**config.mk**
```make
export PLATFORM = sky130hd
export DESIGN_NAME = serial_adder
export DESIGN_NICKNAME = d
export VERILOG_FILES = /design/src/rtl/serial_adder_pkg.sv /design/src/rtl/serial_adder_fa_cell.sv /design/src/rtl/serial_adder.sv
export SDC_FILE = /design/constraint.sdc
export NUM_CORES = 1
export LEC_CHECK = 0
export CORE_MARGIN = 3
export CORE_UTILIZATION = 52
export CTS_BUF_LIST = sky130_fd_sc_hd__clkbuf_8
export CTS_CLUSTER_DIAMETER = 120
export DETAILED_ROUTE_END_ITERATION = 7
export PLACE_DENSITY = 0.79
export SLEW_MARGIN = 15
export SYNTH_ARGS = -nofsm -noshare
export SYNTH_HDL_FRONTEND = slang
export SYNTH_SLANG_ARGS = --single-unit
```
**constraint.sdc**
```tcl
create_clock -name clk -period 2.7 [get_ports clk]
set_clock_uncertainty 0.2 [all_clocks]
set_input_delay 0.675 -clock clk [delete_from_list [all_inputs] [get_ports clk]]
set_output_delay 0.675 -clock clk [all_outputs]
set_load 0.02 [all_outputs]
```
**src/rtl/serial_adder_pkg.sv**
```systemverilog
// Shared definitions for the bit-serial adder/subtractor: FSM encoding and
// the legal operand-width range.
package serial_adder_pkg;

    localparam int WIDTH_MIN = 2;
    localparam int WIDTH_MAX = 64;

    typedef enum logic [1:0] {
        ST_IDLE = 2'd0,
        ST_RUN  = 2'd1,
        ST_DONE = 2'd2
    } state_t;

    function automatic bit width_ok(input int w);
        return (w >= WIDTH_MIN) && (w <= WIDTH_MAX);
    endfunction

endpackage

```
**src/rtl/serial_adder_fa_cell.sv**
```systemverilog
// One-bit full-adder slice used by the serial datapath.
module fa_cell (
    input  logic a,
    input  logic b,
    input  logic ci,
    output logic s,
    output logic co
);

    assign s  = a ^ b ^ ci;
    assign co = (a & b) | (ci & (a ^ b));

endmodule

```
**src/rtl/serial_adder.sv**
```systemverilog
// Bit-serial adder/subtractor: one full-adder cell processes one bit per
// clock, LSB first; the result is published in a single-cycle DONE state.
module serial_adder
    import serial_adder_pkg::*;
#(
    parameter int WIDTH  = 8,
    parameter bit SUB_EN = 1'b1
) (
    input  logic             clk,
    input  logic             rst,
    input  logic             start,
    input  logic             sub,
    input  logic [WIDTH-1:0] a,
    input  logic [WIDTH-1:0] b,
    input  logic             cin,
    output logic             busy,
    output logic             done,
    output logic [WIDTH-1:0] sum,
    output logic             cout,
    output logic             ovf
);

    localparam int             CW       = $clog2(WIDTH);
    localparam logic [CW-1:0]  CNT_LAST = CW'(WIDTH - 1);

    if (!width_ok(WIDTH)) begin : g_bad_width
        $error("serial_adder: WIDTH out of legal range");
    end

    state_t            state_q, state_d;
    logic [WIDTH-1:0]  a_q, a_d;
    logic [WIDTH-1:0]  b_q, b_d;
    logic [WIDTH-1:0]  acc_q, acc_d;
    logic [WIDTH-1:0]  sum_q, sum_d;
    logic [CW-1:0]     cnt_q, cnt_d;
    logic              carry_q, carry_d;
    logic              cout_q, cout_d;
    logic              ovf_q, ovf_d;

    logic              sub_eff;
    logic              fa_s;
    logic              fa_co;

    assign sub_eff = sub & SUB_EN;

    fa_cell u_fa (
        .a  (a_q[cnt_q]),
        .b  (b_q[cnt_q]),
        .ci (carry_q),
        .s  (fa_s),
        .co (fa_co)
    );

    always_ff @(posedge clk) begin
        if (rst) begin
            state_q <= ST_IDLE;
            a_q     <= '0;
            b_q     <= '0;
            acc_q   <= '0;
            sum_q   <= '0;
            cnt_q   <= '0;
            carry_q <= 1'b0;
            cout_q  <= 1'b0;
            ovf_q   <= 1'b0;
        end else begin
            state_q <= state_d;
            a_q     <= a_d;
            b_q     <= b_d;
            acc_q   <= acc_d;
            sum_q   <= sum_d;
            cnt_q   <= cnt_d;
            carry_q <= carry_d;
            cout_q  <= cout_d;
            ovf_q   <= ovf_d;
        end
    end

    always_comb begin
        state_d = state_q;
        a_d     = a_q;
        b_d     = b_q;
        acc_d   = acc_q;
        sum_d   = sum_q;
        cnt_d   = cnt_q;
        carry_d = carry_q;
        cout_d  = cout_q;
        ovf_d   = ovf_q;

        case (state_q)
            ST_IDLE, ST_DONE: begin
                if (start) begin
                    // Subtraction is a + ~b + ~borrow, so cout reads as "no borrow".
                    a_d     = a;
                    b_d     = sub_eff ? ~b : b;
                    carry_d = sub_eff ? ~cin : cin;
                    cnt_d   = '0;
                    state_d = ST_RUN;
                end else begin
                    state_d = ST_IDLE;
                end
            end
            ST_RUN: begin
                acc_d   = {fa_s, acc_q[WIDTH-1:1]};
                carry_d = fa_co;
                if (cnt_q == CNT_LAST) begin
                    sum_d   = {fa_s, acc_q[WIDTH-1:1]};
                    cout_d  = fa_co;
                    ovf_d   = carry_q ^ fa_co;
                    state_d = ST_DONE;
                end else begin
                    cnt_d = cnt_q + 1'b1;
                end
            end
            default: state_d = ST_IDLE;
        endcase
    end

    assign busy = (state_q == ST_RUN);
    assign done = (state_q == ST_DONE);
    assign sum  = sum_q;
    assign cout = cout_q;
    assign ovf  = ovf_q;

endmodule

```
==> flow_summary.html <==
<table>
<tr><th>Metric</th><th>Value</th></tr>
<tr><th colspan="2">Global route</th></tr>
<tr><td>Antenna violations before repair</td><td>0</td></tr>
<tr><td>Largest net degree at the start of global routing</td><td>40</td></tr>
<tr><td>Via count of the first global-routing pass</td><td>between 1k and 1.5k</td></tr>
<tr><td>GRT Total Usage</td><td>a little over a fifth</td></tr>
<tr><td>Sum of overflow across all layers after global routing</td><td>0</td></tr>
<tr><td>Global-route wire length before repair</td><td>about 5700 um</td></tr>
<tr><th colspan="2">Power</th></tr>
<tr><td>Proportion of power drawn by combinational gates</td><td>13.2%</td></tr>
<tr><td>Clock power frac</td><td>about a third</td></tr>
<tr><td>Overall power</td><td>between 1 and 1.5 mW</td></tr>
<tr><td>Sequential group share of total power</td><td>between 50 and 60%</td></tr>
<tr><td>Cell internal pwr</td><td>about 0.85 mW</td></tr>
<tr><td>Max VDD drop</td><td>roughly 470 uV</td></tr>
<tr><td>Cell area power density</td><td>550 mW/mm^2</td></tr>
<tr><td>Power dissipated by switching net loads</td><td>around 0.28 mW</td></tr>
<tr><td>Switching Fraction</td><td>between 20 and 25%</td></tr>
<tr><td>Leakage</td><td>around 0.73 nW</td></tr>
<tr><th colspan="2">Route</th></tr>
<tr><td>Iteration count of the initial detailed-routing pass</td><td>6</td></tr>
<tr><td>Number of design rule violations left after detail routing</td><td>0</td></tr>
<tr><td>Antenna violation net count after detailed routing</td><td>0</td></tr>
<tr><td>Wire length reported by the detailed router</td><td>3450 um</td></tr>
<tr><td>Via-per-instance ratio</td><td>5.41</td></tr>
<tr><td>Met2 routed wirelength</td><td>1840 um</td></tr>
<tr><td>Met3 wire length</td><td>between 200 and 250 um</td></tr>
<tr><td>Routed via count</td><td>about 1.4k</td></tr>
<tr><td>Detailed-route wire length per cell</td><td>13.6 um</td></tr>
<tr><td>Drt initial violations</td><td>84</td></tr>
<tr><td>Topmost layer with routed signal wires</td><td>met4</td></tr>
<tr><td>Total routed wire length on the met1 layer</td><td>~1300 um</td></tr>
<tr><th colspan="2">Synth</th></tr>
<tr><td>Mux cell area share after synthesis</td><td>under 10%</td></tr>
<tr><td>Number of warnings issued by yosys</td><td>0</td></tr>
<tr><td>Syn Std Cell Area</td><td>0.00163 sq mm</td></tr>
<tr><td>Synthesized netlist net count</td><td>207</td></tr>
<tr><td>Synth unique cells</td><td>25</td></tr>
<tr><td>Simple-gate share of the synthesized area</td><td>19.2%</td></tr>
<tr><td>Synthesis-stage register bit count</td><td>39</td></tr>
<tr><td>Combinational family with the most area after synthesis</td><td>simple AND/OR/NAND/NOR gates</td></tr>
<tr><td>Number of standard cells after synthesis</td><td>between 150 and 200</td></tr>
<tr><td>Mean area per synthesized cell</td><td>8.93 sq um</td></tr>
<tr><td>Post-synthesis sequential area ratio</td><td>between 40% and 50%</td></tr>
<tr><td>Xor/xnor cell area share of the yosys netlist</td><td>approximately 5.4%</td></tr>
<tr><td>Share of the synthesized area in compound gates (AO/OA/AOI/OAI)</td><td>between 10% and 20%</td></tr>
<tr><td>Adder-Cell Fraction of Synth Area</td><td>2.76%</td></tr>
<tr><th colspan="2">CTS</th></tr>
<tr><td>Number of gates resized after CTS</td><td>0</td></tr>
<tr><td>CTS tree</td><td>built</td></tr>
<tr><td>Sink count of the clock tree</td><td>39</td></tr>
<tr><td>Latest clock arrival within the worst-skew pair</td><td>around 0.29 ns</td></tr>
<tr><td>Clock-pin transition on the worst setup and hold timing paths</td><td>~0.07 ns</td></tr>
<tr><td>Number of hold buffers added after CTS</td><td>0</td></tr>
<tr><td>H-Tree Depth</td><td>2</td></tr>
<tr><td>Root buf cell</td><td>clkbuf_8</td></tr>
<tr><td>Maximum clock insertion buffer count</td><td>2</td></tr>
<tr><td>TritonCTS buffer count</td><td>5</td></tr>
<tr><td>Buffers inserted by post-CTS timing repair</td><td>0</td></tr>
<tr><th colspan="2">Timing</th></tr>
<tr><td>Post-route fraction of the period consumed by the critical path</td><td>between 90 and 100%</td></tr>
<tr><td>Final number of hold-violating endpoints</td><td>0</td></tr>
<tr><td>Transition time at the pin with the least slew margin</td><td>~0.49 ns</td></tr>
<tr><td>Final-report setup violation count</td><td>0</td></tr>
<tr><td>Final total negative setup slack</td><td>0 ns</td></tr>
<tr><td>Worst max-slew margin expressed relative to the limit</td><td>between 60% and 70%</td></tr>
<tr><td>Maximum clock frequency</td><td>about 0.40 GHz</td></tr>
<tr><td>Max-slew violation count</td><td>0</td></tr>
<tr><td>Crit path setup slack, layout</td><td>between 0.15 and 0.2 ns</td></tr>
<tr><td>RSZ-0062 raised after global routing</td><td>false</td></tr>
<tr><td>Final worst path period need</td><td>around 2.5 ns</td></tr>
<tr><th colspan="2">Finish</th></tr>
<tr><td>Final nets</td><td>237</td></tr>
<tr><td>Fraction of final layout cells with drive strength greater than 1</td><td>under 10%</td></tr>
<tr><td>Most common library cell in the layout ignoring fill and taps</td><td>nand2_1</td></tr>
<tr><td>Number of antenna cells inserted</td><td>0</td></tr>
<tr><td>Most frequent cells in the layout</td><td>50 x nand2_1, 39 x dfxtp_1, 32 x clkdlybuf4s50_1, 28 x a21oi_1, 10 x nor2_1</td></tr>
<tr><td>Area growth from synthesis to layout</td><td>25.1%</td></tr>
<tr><th colspan="2">Die</th></tr>
<tr><td>Initial Utilization</td><td>56.8%</td></tr>
<tr><td>Die Ht</td><td>between 60 and 70 um</td></tr>
<tr><td>Die Span X</td><td>about 62 um</td></tr>
<tr><td>Io pins</td><td>33</td></tr>
<tr><td>Area of the die</td><td>0.00385 sq mm</td></tr>
<tr><td>Placeable core region</td><td>~0.0029 sq mm</td></tr>
<tr><td>Site row count</td><td>19</td></tr>
<tr><th colspan="2">Hold path</th></tr>
<tr><td>Kind of path behind the tightest hold check</td><td>reg -&gt; reg</td></tr>
<tr><th colspan="2">Worst setup path</th></tr>
<tr><td>Crit-path max cell delay</td><td>~0.63 ns</td></tr>
<tr><td>Slowest-stage cell, CP</td><td>clkdlybuf4s50_1</td></tr>
<tr><td>Data arrival at the endpoint of the critical path</td><td>between 1.5 and 2 ns</td></tr>
<tr><td>CP Buf/Inv Count</td><td>2</td></tr>
<tr><td>Nature of the critical path startpoint</td><td>register</td></tr>
<tr><td>Cell Chain, Critical Path</td><td>nand2b_1 -&gt; inv_2 -&gt; clkdlybuf4s50_1</td></tr>
<tr><td>Critical path required time</td><td>about 1.8 ns</td></tr>
<tr><td>Kind of end point of the critical path</td><td>primary output</td></tr>
<tr><td>Crit path max-delay family</td><td>buffers and inverters</td></tr>
<tr><td>Crit-path max FO</td><td>9</td></tr>
<tr><td>Class of the most critical setup path</td><td>reg -&gt; out</td></tr>
<tr><th colspan="2">Run status</th></tr>
<tr><td>Result of the run</td><td>completed</td></tr>
<tr><th colspan="2">Flow run</th></tr>
<tr><td>Number of max-cap violations</td><td>0</td></tr>
<tr><th colspan="2">Place</th></tr>
<tr><td>Pre-CTS setup slack</td><td>~0.24 ns</td></tr>
<tr><td>Final estimated routing congestion in global placement</td><td>approximately 0.79</td></tr>
<tr><td>Placed wire-length estimate</td><td>approximately 2500 um</td></tr>
<tr><td>Port Buffer Count</td><td>32</td></tr>
</table>
==> worst min-delay path: cells and delay by family (launching register included) <==
family	cells	cell delay [ns]
DFF	1	0.31
and+or+nand+nor	1	0.05
AOI/OAI and AO/OA	1	0.05
==> registers in the layout, summed over array words and instances, names as in the netlist <==
signal,cells
cnt_q,3
cout,1
a_q,8
state_q,2
ovf,1
b_q,8
acc_q,7
carry_q,1
sum,8
==> per-stage QoR <==
step	utilization (%)	cell area, sq um	hold WS (ns)	cells
3_5_place_dp	68.4	1970	0.251	248
4_1_cts	71.1	2040	0.260	254
6_report	71.1	2040	0.255	254
3_3_place_gp	68.4	1970	0.240	248
5_1_grt	71.1	2040	0.281	254
2_1_floorplan	-	1630	0.232	183
==> cells in the mapped netlist <==
library cell	instances	share of area (%)
nor3b_1	1	0.46
or3b_2	1	0.54
buf_6	1	0.69
xnor2_1	9	4.8
mux4_1	4	6.4
inv_2	1	0.23
ha_1	2	1.5
nand2_1	50	11
nand2b_1	3	1.1
a21oi_1	28	8.6
a211oi_1	9	4.1
nand3_1	3	0.92
dfxtp_1	39	48
mux2_2	2	1.4
fa_1	1	1.2
buf_2	7	2.1
nor2_1	10	2.3
nor2b_1	2	0.77
clkbuf_1	3	0.69
o22ai_1	1	0.38
xor2_1	1	0.54
nor3_1	2	0.61
nand3b_1	1	0.46
buf_1	1	0.23
and3b_1	1	0.54
==> power groups by stage <==
| stage | logic [mW] | registers (mW) | clock network [mW] |
|---|---|---|---|
| floorplan | 0.0992 | 0.624 | 0 |
| global placement | 0.138 | 0.631 | 0 |
| finish | 0.149 | 0.619 | 0.358 |
| CTS | 0.148 | 0.619 | 0.364 |
| global route | 0.163 | 0.622 | 0.387 |
| detailed placement | 0.146 | 0.632 | 0 |
==> layout make-up <==
class                      count  area [sq um]
multi-input combinational    131           788
clock buffer                   5          68.8
sequential                    39           781
tap                           42          52.6
clock inverter                 1          7.51
timing repair buffer          35           343
inverter                       1          3.75
fill                         239           832
==> path summary, 6_finish.rpt <==
path | slack [ns] | from | endpoint | cells past startpoint
worst max-delay path | 0.20 | state_q[0]$_SDFFE_PP0P_ | busy | 3
worst min-delay path | 0.26 | sum[3]$_SDFFE_PP0P_ | sum[3]$_SDFFE_PP0P_ | 2
worst max register to register | 0.22 | cnt_q[0]$_SDFFE_PP0P_ | ovf$_SDFFE_PP0P_ | 5
worst min register to register | 0.26 | sum[3]$_SDFFE_PP0P_ | sum[3]$_SDFFE_PP0P_ | 2
==> cell families after synthesis <==
kind of cell             after synthesis
adder cells (fa/ha/maj)                3
flip-flops                            39
multiplexers                           6
buffers and inverters                 13
AO/OA/AOI/OAI                         38
XOR/XNOR                              10
AND/OR/NAND/NOR                       74
==> routing by layer <==
metal / up-vias / GRT usage (%)
li1: 680 / -
met1: 630 / 23.1
met2: 57 / 36.8
met3: 8 / 5.99
met4: 0 / 10.0
met5: - / 0
No activity file was read; power rests on OpenSTA's default activity.
